[src/rtl/uart_rx_fifo_if.sv]
// uart_rx_fifo_if: write strobe and read handshake bundle for uart_rx_fifo.
//   Write side : data_ready, rx_data, parity_err, frame_err (from uart_rx)
//   Read side  : rd_valid, rd_ready, rd_data, rd_parity_err, rd_frame_err
//   master     : the producer/consumer environment around the FIFO
//   slave      : the FIFO itself
interface uart_rx_fifo_if #(
    parameter int unsigned DATA_W = 8
);
    logic              data_ready;
    logic [DATA_W-1:0] rx_data;
    logic              parity_err;
    logic              frame_err;
    logic              rd_valid;
    logic              rd_ready;
    logic [DATA_W-1:0] rd_data;
    logic              rd_parity_err;
    logic              rd_frame_err;

    modport master (
        output data_ready, rx_data, parity_err, frame_err, rd_ready,
        input  rd_valid, rd_data, rd_parity_err, rd_frame_err
    );

    modport slave (
        input  data_ready, rx_data, parity_err, frame_err, rd_ready,
        output rd_valid, rd_data, rd_parity_err, rd_frame_err
    );
endinterface

[src/rtl/uart_rx_fifo.sv]
// uart_rx_fifo: receive buffer behind uart_rx. Captures {frame_err, parity_err, rx_data}
// on each data_ready cycle and presents entries through a first-word-fall-through
// valid/ready read port.
// Ports:
//   clk, reset    : clock, asynchronous active-high reset
//   bus (slave)   : write strobe/data/flags in, FWFT read port out
//   level         : stored entries, 0..DEPTH
//   full, empty   : level == DEPTH, level == 0
//   overflow      : sticky, a byte was dropped because the FIFO was full
//   overflow_clr  : clears overflow (a same-cycle overflow event wins)
//   err_drop_cnt  : (UART_RX_FIFO_DROP_ERR_EN only) saturating count of dropped error frames
// Optional feature macro: UART_RX_FIFO_DROP_ERR_EN -- when defined, bytes with a parity or
// frame error are discarded instead of stored and the read-side error flags are tied 0.
module uart_rx_fifo #(
    parameter int unsigned DEPTH  = 16,
    parameter int unsigned DATA_W = 8
) (
    input  logic                   clk,
    input  logic                   reset,
    uart_rx_fifo_if.slave          bus,
    output logic [$clog2(DEPTH):0] level,
    output logic                   full,
    output logic                   empty,
    output logic                   overflow,
    input  logic                   overflow_clr
`ifdef UART_RX_FIFO_DROP_ERR_EN
    ,
    output logic [7:0]             err_drop_cnt
`endif
);
    localparam int unsigned AW = $clog2(DEPTH);

    typedef logic [DATA_W+1:0] entry_t;

    entry_t      mem [DEPTH];
    entry_t      head;
    logic [AW:0] wr_ptr_q, wr_ptr_d;
    logic [AW:0] rd_ptr_q, rd_ptr_d;
    logic        overflow_q, overflow_d;
    logic        push, pop, err_frame, ovf_event;

    // Pointers carry one extra wrap bit so full and empty are distinguishable.
    assign empty = (wr_ptr_q == rd_ptr_q);
    assign full  = (wr_ptr_q[AW] != rd_ptr_q[AW]) &&
                   (wr_ptr_q[AW-1:0] == rd_ptr_q[AW-1:0]);
    assign level    = wr_ptr_q - rd_ptr_q;
    assign overflow = overflow_q;

`ifdef UART_RX_FIFO_DROP_ERR_EN
    assign err_frame = bus.parity_err | bus.frame_err;
`else
    assign err_frame = 1'b0;
`endif

    always_comb begin
        pop       = !empty && bus.rd_ready;
        // A pop in the same cycle frees the slot, so a full FIFO still accepts the byte.
        push      = bus.data_ready && !err_frame && (!full || pop);
        ovf_event = bus.data_ready && !err_frame && full && !pop;
        wr_ptr_d  = wr_ptr_q + (AW+1)'(push);
        rd_ptr_d  = rd_ptr_q + (AW+1)'(pop);
        overflow_d = overflow_q;
        if (ovf_event) begin
            overflow_d = 1'b1;
        end else if (overflow_clr) begin
            overflow_d = 1'b0;
        end
    end

    always_ff @(posedge clk or posedge reset) begin
        if (reset) begin
            wr_ptr_q   <= '0;
            rd_ptr_q   <= '0;
            overflow_q <= 1'b0;
        end else begin
            wr_ptr_q   <= wr_ptr_d;
            rd_ptr_q   <= rd_ptr_d;
            overflow_q <= overflow_d;
        end
    end

    // Storage is deliberately not reset; the read port masks it while empty.
    always_ff @(posedge clk) begin
        if (push) begin
            mem[wr_ptr_q[AW-1:0]] <= {bus.frame_err, bus.parity_err, bus.rx_data};
        end
    end

    assign head         = mem[rd_ptr_q[AW-1:0]];
    assign bus.rd_valid = !empty;
    assign bus.rd_data  = empty ? '0 : head[DATA_W-1:0];

`ifdef UART_RX_FIFO_DROP_ERR_EN
    logic [7:0] err_cnt_q;
    logic       unused_head_flags;

    // Error frames never reach storage, so the stored flag bits are always 0.
    assign unused_head_flags = ^head[DATA_W+1:DATA_W];
    assign bus.rd_parity_err = 1'b0;
    assign bus.rd_frame_err  = 1'b0;
    assign err_drop_cnt      = err_cnt_q;

    always_ff @(posedge clk or posedge reset) begin
        if (reset) begin
            err_cnt_q <= 8'd0;
        end else if (overflow_clr) begin
            err_cnt_q <= 8'd0;
        end else if (bus.data_ready && err_frame && (err_cnt_q != 8'hFF)) begin
            err_cnt_q <= err_cnt_q + 8'd1;
        end
    end
`else
    assign bus.rd_parity_err = empty ? 1'b0 : head[DATA_W];
    assign bus.rd_frame_err  = empty ? 1'b0 : head[DATA_W+1];
`endif
endmodule

[src/flat_wrapper.sv]
// flat-port wrapper written by rule: the top's interface ports become plain ports
module uart_rx_fifo_flat 
#(
    parameter int unsigned DEPTH  = 16,
    parameter int unsigned DATA_W = 8
)
  (clk, reset, level, full, empty, overflow, overflow_clr, bus_data_ready, bus_rx_data, bus_parity_err, bus_frame_err, bus_rd_ready, bus_rd_valid, bus_rd_data, bus_rd_parity_err, bus_rd_frame_err);
  uart_rx_fifo_if #(.DATA_W(DATA_W)) bus_i ();
  input  logic clk;
  input  logic reset;
  output logic [$clog2(DEPTH):0] level;
  output logic full;
  output logic empty;
  output logic overflow;
  input  logic overflow_clr;
  input wire logic [$bits(bus_i.data_ready)-1:0] bus_data_ready;
  input wire logic [$bits(bus_i.rx_data)-1:0] bus_rx_data;
  input wire logic [$bits(bus_i.parity_err)-1:0] bus_parity_err;
  input wire logic [$bits(bus_i.frame_err)-1:0] bus_frame_err;
  input wire logic [$bits(bus_i.rd_ready)-1:0] bus_rd_ready;
  output wire logic [$bits(bus_i.rd_valid)-1:0] bus_rd_valid;
  output wire logic [$bits(bus_i.rd_data)-1:0] bus_rd_data;
  output wire logic [$bits(bus_i.rd_parity_err)-1:0] bus_rd_parity_err;
  output wire logic [$bits(bus_i.rd_frame_err)-1:0] bus_rd_frame_err;
  assign bus_i.data_ready = bus_data_ready;
  assign bus_i.rx_data = bus_rx_data;
  assign bus_i.parity_err = bus_parity_err;
  assign bus_i.frame_err = bus_frame_err;
  assign bus_i.rd_ready = bus_rd_ready;
  assign bus_rd_valid = bus_i.rd_valid;
  assign bus_rd_data = bus_i.rd_data;
  assign bus_rd_parity_err = bus_i.rd_parity_err;
  assign bus_rd_frame_err = bus_i.rd_frame_err;
  uart_rx_fifo #(.DEPTH(DEPTH), .DATA_W(DATA_W)) u_core (.clk(clk), .reset(reset), .bus(bus_i), .level(level), .full(full), .empty(empty), .overflow(overflow), .overflow_clr(overflow_clr));
endmodule
[config.mk]
export PLATFORM = sky130hd
export DESIGN_NAME = uart_rx_fifo_flat
export DESIGN_NICKNAME = d
export VERILOG_FILES = /design/src/rtl/uart_rx_fifo_if.sv /design/src/rtl/uart_rx_fifo.sv /design/src/flat_wrapper.sv
export SDC_FILE = /design/constraint.sdc
export NUM_CORES = 1
export LEC_CHECK = 0
export CORE_MARGIN = 2
export CORE_UTILIZATION = 40
export CTS_CLUSTER_DIAMETER = 80
export DETAILED_ROUTE_END_ITERATION = 10
export HOLD_SLACK_MARGIN = 0.05
export PLACE_DENSITY = 0.66
export REMOVE_ABC_BUFFERS = 1
export SLEW_MARGIN = 15
export SYNTH_ARGS = -nofsm -noshare
export SYNTH_HDL_FRONTEND = slang
export SYNTH_SLANG_ARGS = --single-unit
[constraint.sdc]
create_clock -name clk -period 3.33 [get_ports clk]
set_input_delay 0.8325 -clock clk [delete_from_list [all_inputs] [get_ports clk]]
set_output_delay 0.8325 -clock clk [all_outputs]
set_load 0.02 [all_outputs]
Yosys cells after proc, flatten, opt, wreduce, memory -nomap -nowiden
Memory sizes are Yosys's and may differ from the RTL's.
Index checks and enable logic that the tools add are counted.
{ "totals": {"reg_bits": 11, "latch_bits": 0, "ram_bits": 160, "mem_bits_ro": 0, "inputBits": 15, "output_inout_bits": 19, "elab_cells": 27, "mem_count": 1} }
{ "op_classes": {"n_addsub": 3, "mul": 0, "div_mod_pow": 0, "magnitude_cmp": 0, "eq_ne": 3, "shifts": 0, "muxes": 7, "n_bitwise": 0, "n_reduce_logical": 10} }
{ "memory_table": {"columns": ["name", "depth", "width", "read_ports", "rd_clocked_by_memory_dff", "write_ports", "line_no", "text"], "rows": [
  ["u_core.mem", 16, 10, 1, 0, 1, "uart_rx_fifo.sv:35", "entry_t mem [DEPTH];"]
]} }
{ "op_table": {"columns": ["cell", "n"], "rows": [
  ["adder 5 x 1 -> 5 bit", 2],
  ["2-to-1 mux 8 bit", 1],
  ["2-to-1 mux 1 bit", 6],
  ["equality test 5 bit", 1],
  ["logical AND 1 bit", 5],
  ["subtractor 5 bit", 1],
  ["equality test 4 bit", 1],
  ["logical NOT 1 bit", 3],
  ["nonzero test 2 bit", 1],
  ["logical OR 1 bit", 1],
  ["!= test 1 bit", 1]
]} }

Depth between registers and ports, before layout
{ "logic_depth": {"depth_word": 7, "depth_mapped": 12} }

Least setup slack after synthesis
No wires, ideal clock.
{ "synth_timing": {"kind": "flip-flop to flip-flop", "start": "reg u_core.rd_ptr_q[3]", "end": "mem u_core.mem[5][0] (netlist bit), enable pin", "setup_time_ps": 404, "arrival_ps": 2655, "t_required_ps": 2926, "path_slack_ps": 271, "path_stages_with_launch": 9, "synth_period_minus_slack_ps": 3059, "path_cell_list": "dfrtp_1 -> buf_2 -> inv_1 -> buf_2 -> ha_1 -> nand4_1 -> o31ai_1 -> buf_2 -> nor4_1"} }
{ "synth_between": {"elab_chain_cells": 7, "word_cells_on_any_way": 10, "cone_classes": "2 x eq/ne; 2 x mux; 6 x reduce/logical"} }
{ "synth_rtl": {"columns": ["item", "line_no", "text"], "rows": [
  ["start, declared", "uart_rx_fifo.sv:38", "logic [AW:0] rd_ptr_q, rd_ptr_d;"],
  ["start signal, assigned", "uart_rx_fifo.sv:77", "rd_ptr_q <= rd_ptr_d;"],
  ["equality test 5 bit / equality test 4 bit (equally long branches)", "uart_rx_fifo.sv:43, uart_rx_fifo.sv:45", null],
  ["logical NOT 1 bit / logical AND 1 bit (equally long branches)", "uart_rx_fifo.sv:56, uart_rx_fifo.sv:44", null],
  ["logical AND 1 bit / logical NOT 1 bit (equally long branches)", "uart_rx_fifo.sv:56, uart_rx_fifo.sv:58", null],
  ["logical OR 1 bit (*)", "uart_rx_fifo.sv:58", "push = bus.data_ready && !err_frame && (!full || pop);"],
  ["logical AND 1 bit (*)", "uart_rx_fifo.sv:58", null],
  ["2-to-1 mux 1 bit (*)", "uart_rx_fifo.sv:84", "if (push) begin"],
  ["2-to-1 mux 1 bit (implied by the code) (*)", "uart_rx_fifo.sv:85", "mem[wr_ptr_q[AW-1:0]] <= {bus.frame_err, bus.parity_err, bus.rx_data};"],
  ["end, declared", "uart_rx_fifo.sv:35", null]
]} }
Every way passes the cells marked *; elsewhere a longest branch is shown, timed or not.

Final worst setup path
{ "layout_timing": {"start": "reg u_core.rd_ptr_q[0]", "end": "out bus_rd_data[2]"} }
{ "layout_between": {"elab_chain_cells": 2, "word_cells_on_any_way": 3, "cone_classes": "1 x eq/ne; 1 x mux; 1 x memory"} }
{ "layout_rtl": {"columns": ["item", "line_no", "text"], "rows": [
  ["memory read (16 x 10 bit) / equality test 5 bit (equally long branches)", null, null],
  ["2-to-1 mux 8 bit (*)", "uart_rx_fifo.sv:91", "assign bus.rd_data = empty ? '0 : head[DATA_W-1:0];"],
  ["end, declared", "flat_wrapper.sv:22", "output wire logic [$bits(bus_i.rd_data)-1:0] bus_rd_data;"]
]} }
Marks and branches as above.

==> impl_metrics.json <==
{
  "cp-end-kind": "primary output",
  "die_w_um": 136,
  "antenna_left": 0,
  "cts_hold_buf": 0,
  "wire_per_inst_um": 21.2,
  "cts_setup_buffers": 0,
  "rows": 48,
  "min_period_ns": 3.28,
  "globalplace.congestion": 0.817,
  "p_leak_nw": 2.91,
  "ir_drop_uv": 378,
  "ys_async_sr_fraction": 0.0643,
  "grt_pass1_wl_mm": 21.3,
  "arrival_ns": 2.45,
  "grt_usage": 0.161,
  "antenna_found_initial": 0,
  "skew_ns": 0.00950,
  "cpPeakStageDelay_ns": 0.57,
  "avgSynthCellArea_um2": 20.0,
  "die_h_um": 136,
  "fin_util": 0.485,
  "fin_cells": 652,
  "holdPathStages": 1,
  "clock_sinks": 171,
  "clkLatencyLatePin_ns": 0.41,
  "seq_area_frac_synth": 0.726,
  "place_inst": 619,
  "crit_required_ns": 2.50,
  "synthDistinctLibCells": 33,
  "dieArea_mm2": 0.0186,
  "relSlewSlack": 0.357,
  "initial_core_util": 0.407,
  "max_freq_ghz": 0.305,
  "cts_tree": "done",
  "vias_per_cell": 5.40,
  "rsz0062_at_grt": "yes",
  "fin_nets": 438,
  "max_cap_viol_count": 0,
  "grt_max_degree": 34,
  "drt_iter0_markers": 221,
  "numPortBuffers": 33,
  "post-dp-hpwl_mm": 8.72,
  "drc_errors": 0,
  "syn_area_mm2": 0.00700,
  "syn_inst": 350,
  "numCtsBuffers": 17,
  "fill_cells": 1441,
  "criticalPathCategory": "reg2out",
  "path_delay_family": "multiplexers",
  "htreeDepth": 4,
  "cts-root-buf": "clkbuf_16",
  "cp.depth": 5,
  "vias": 3523,
  "ff2ff_path_depth": 7,
  "cp_num_buf_inv": 2,
  "synth_warnings": 0,
  "cp_max_fo": 15,
  "cts_buffer_depth": 2,
  "multiInputGateArea_mm2": 0.00176,
  "startpoint_type": "flip-flop",
  "ioPinCount": 34,
  "routed_wl_mm": 13.8,
  "setup_viol": 0,
  "drtPass1Iterations": 5,
  "slew_violations": 0,
  "worst_slew_pin_slew_ns": 0.961,
  "area_delta_synth_final_pct": 19.1,
  "hold_class": "reg2reg",
  "path_cells": "buf_12, mux4_1, mux2i_1, a211oi_2, dlygate4sd2_1",
  "powerDensity_mw_per_mm2": 914,
  "ys_ff_latch": 171,
  "fin_crit_sh": 0.985,
  "clk_pin_slew_ns": 0.06,
  "core_mm2": 0.0172,
  "drive_gt1_frac": 0.208,
  "antenna_cells": 0,
  "grt_pass1_vias": 3587,
  "ys.flop_type": "edfxtp_1",
  "seq_area_mm2": 0.00508,
  "gr-total-overflow": 0,
  "synth-edff-count": 160,
  "hold_viol_final": 0,
  "status": "finished, final reports clean",
  "cpMaxStageDelayCell": "mux4_1"
}
==> area by class of cell <==
| type | instances | area share |
|---|---|---|
| clock buffers | 21 | 0.0529 |
| multi-input cells | 147 | 0.211 |
| well taps | 225 | 0.0338 |
| inverters | 14 | 0.00631 |
| repair buffers | 63 | 0.0721 |
| clock inverters | 11 | 0.0146 |
| flip-flops and latches | 171 | 0.610 |
==> through the flow <==
step / TNS (ns) / power (mW) / setup WS (ns) / hold slack, ns / cell area (um2)
floorplan: -42.86 / 4.60 / -0.590 / 0.501 / 6860
global placement: 0 / 5.84 / 0.318 / 0.477 / 7740
detailed placement: 0 / 5.88 / 0.282 / 0.492 / 7740
CTS: 0 / 7.69 / 0.0189 / 0.506 / 8330
global route: -0.0322 / 7.97 / -0.0184 / 0.522 / 8330
finish: 0 / 7.61 / 0.0503 / 0.501 / 8330
==> logic make-up (layout without fill, tap and decap cells) <==
logic type	count (synthesis)	in the layout	share of synthesized area
AOI/OAI and AO/OA	16	16	0.0211
xor gates and xnor gates	11	11	0.0138
adders and majority gates	9	9	0.0172
buffers and inverters	32	109	0.0272
DFF	171	171	0.726
muxes	50	50	0.153
and+or+nand+nor	61	61	0.0415
==> synth_stat cells, types with 2 or more instances <==
| library cell | instances | area, um2 |
|---|---|---|
| a211oi_2 | 6 | 75.1 |
| nand2_1 | 23 | 86.3 |
| buf_12 | 2 | 40.0 |
| nor4_1 | 4 | 25.0 |
| xnor2_1 | 8 | 70.1 |
| mux4_1 | 19 | 499 |
| nor3_1 | 5 | 25.0 |
| inv_1 | 14 | 52.6 |
| dfrtp_1 | 11 | 275 |
| nor2_1 | 10 | 37.5 |
| mux2i_1 | 10 | 100 |
| edfxtp_1 | 160 | 4800 |
| buf_2 | 8 | 40.0 |
| mux4_2 | 21 | 473 |
| a21oi_1 | 2 | 10.0 |
| buf_6 | 3 | 33.8 |
| clkbuf_1 | 3 | 11.3 |
| xor2_1 | 3 | 26.3 |
| ha_1 | 8 | 100 |
| and3_1 | 10 | 62.6 |
| nand3_1 | 4 | 20.0 |
| a21o_1 | 2 | 15.0 |
| a211oi_1 | 4 | 30.0 |
==> final timing paths <==
kind / from / slack [ns] / end
setup / recovery: u_core.rd_ptr_q[0] / 0.05 / bus_rd_data[2]
setup reg to reg: u_core.rd_ptr_q[0] / 0.86 / u_core.mem[4][6]
min in group asynchronous: reset / 0.72 / u_core.rd_ptr_q[2]
max in group asynchronous: reset / 2.27 / u_core.rd_ptr_q[0]
hold reg to reg: u_core.overflow / 0.50 / u_core.overflow
hold / removal: u_core.overflow / 0.50 / u_core.overflow
==> metal layers <==
layer / GRT usage / routed length, um / up-vias
met2: 0.269 / 7080 / 96
met4: 0.0532 / 129 / 0
met3: 0.0295 / 613 / 12
met1: 0.215 / 6020 / 1867
li1: - / - / 1548
met5: 0 / 0 / -
==> state kept, by name (all words and copies together) (netlist names) <==
signal / cells
u_core.mem: 160
u_core.rd_ptr_q: 5
u_core.wr_ptr_q: 5
u_core.overflow: 1
==> worst reg2reg max path, cell delays in order (launching register included) <==
cell	delay (ns)
dfrtp_2	0.50
ha_1	0.34
nand4_1	0.18
o31ai_1	0.47
buf_4	0.26
nand3b_1	0.19
nor3_1	0.07
buf_4	0.20
==> report_power, final <==
group          total, mW  internal, mW  switching, mW
clock network       1.86          1.10          0.763
registers           2.73          2.62          0.106
logic               3.02          1.38           1.64
total               7.61          5.11           2.51
==> what timing repair did <==
item                                    4_1_cts  5_1_grt
endpoints found under the setup margin       11        4
gates cloned                                  1        0
gates resized for setup                      13        5
==> layout by cell type, fill, tap and decap left out, types with 3 or more instances in the layout <==
master,instances
a211oi_2,6
ha_1,8
nor4_2,4
edfxtp_1,160
inv_1,14
dlygate4sd2_1,10
clkinvlp_4,3
clkbuf_1,4
dfrtp_1,10
nor3_1,5
nor2_1,10
nand3_1,4
mux4_1,19
nand2_1,23
mux2i_1,9
and3_1,10
buf_4,25
xnor2_1,8
clkbuf_16,17
mux4_2,21
a211oi_1,4
xor2_1,3
clkdlybuf4s50_1,20
(Power assumes the default switching activity.)
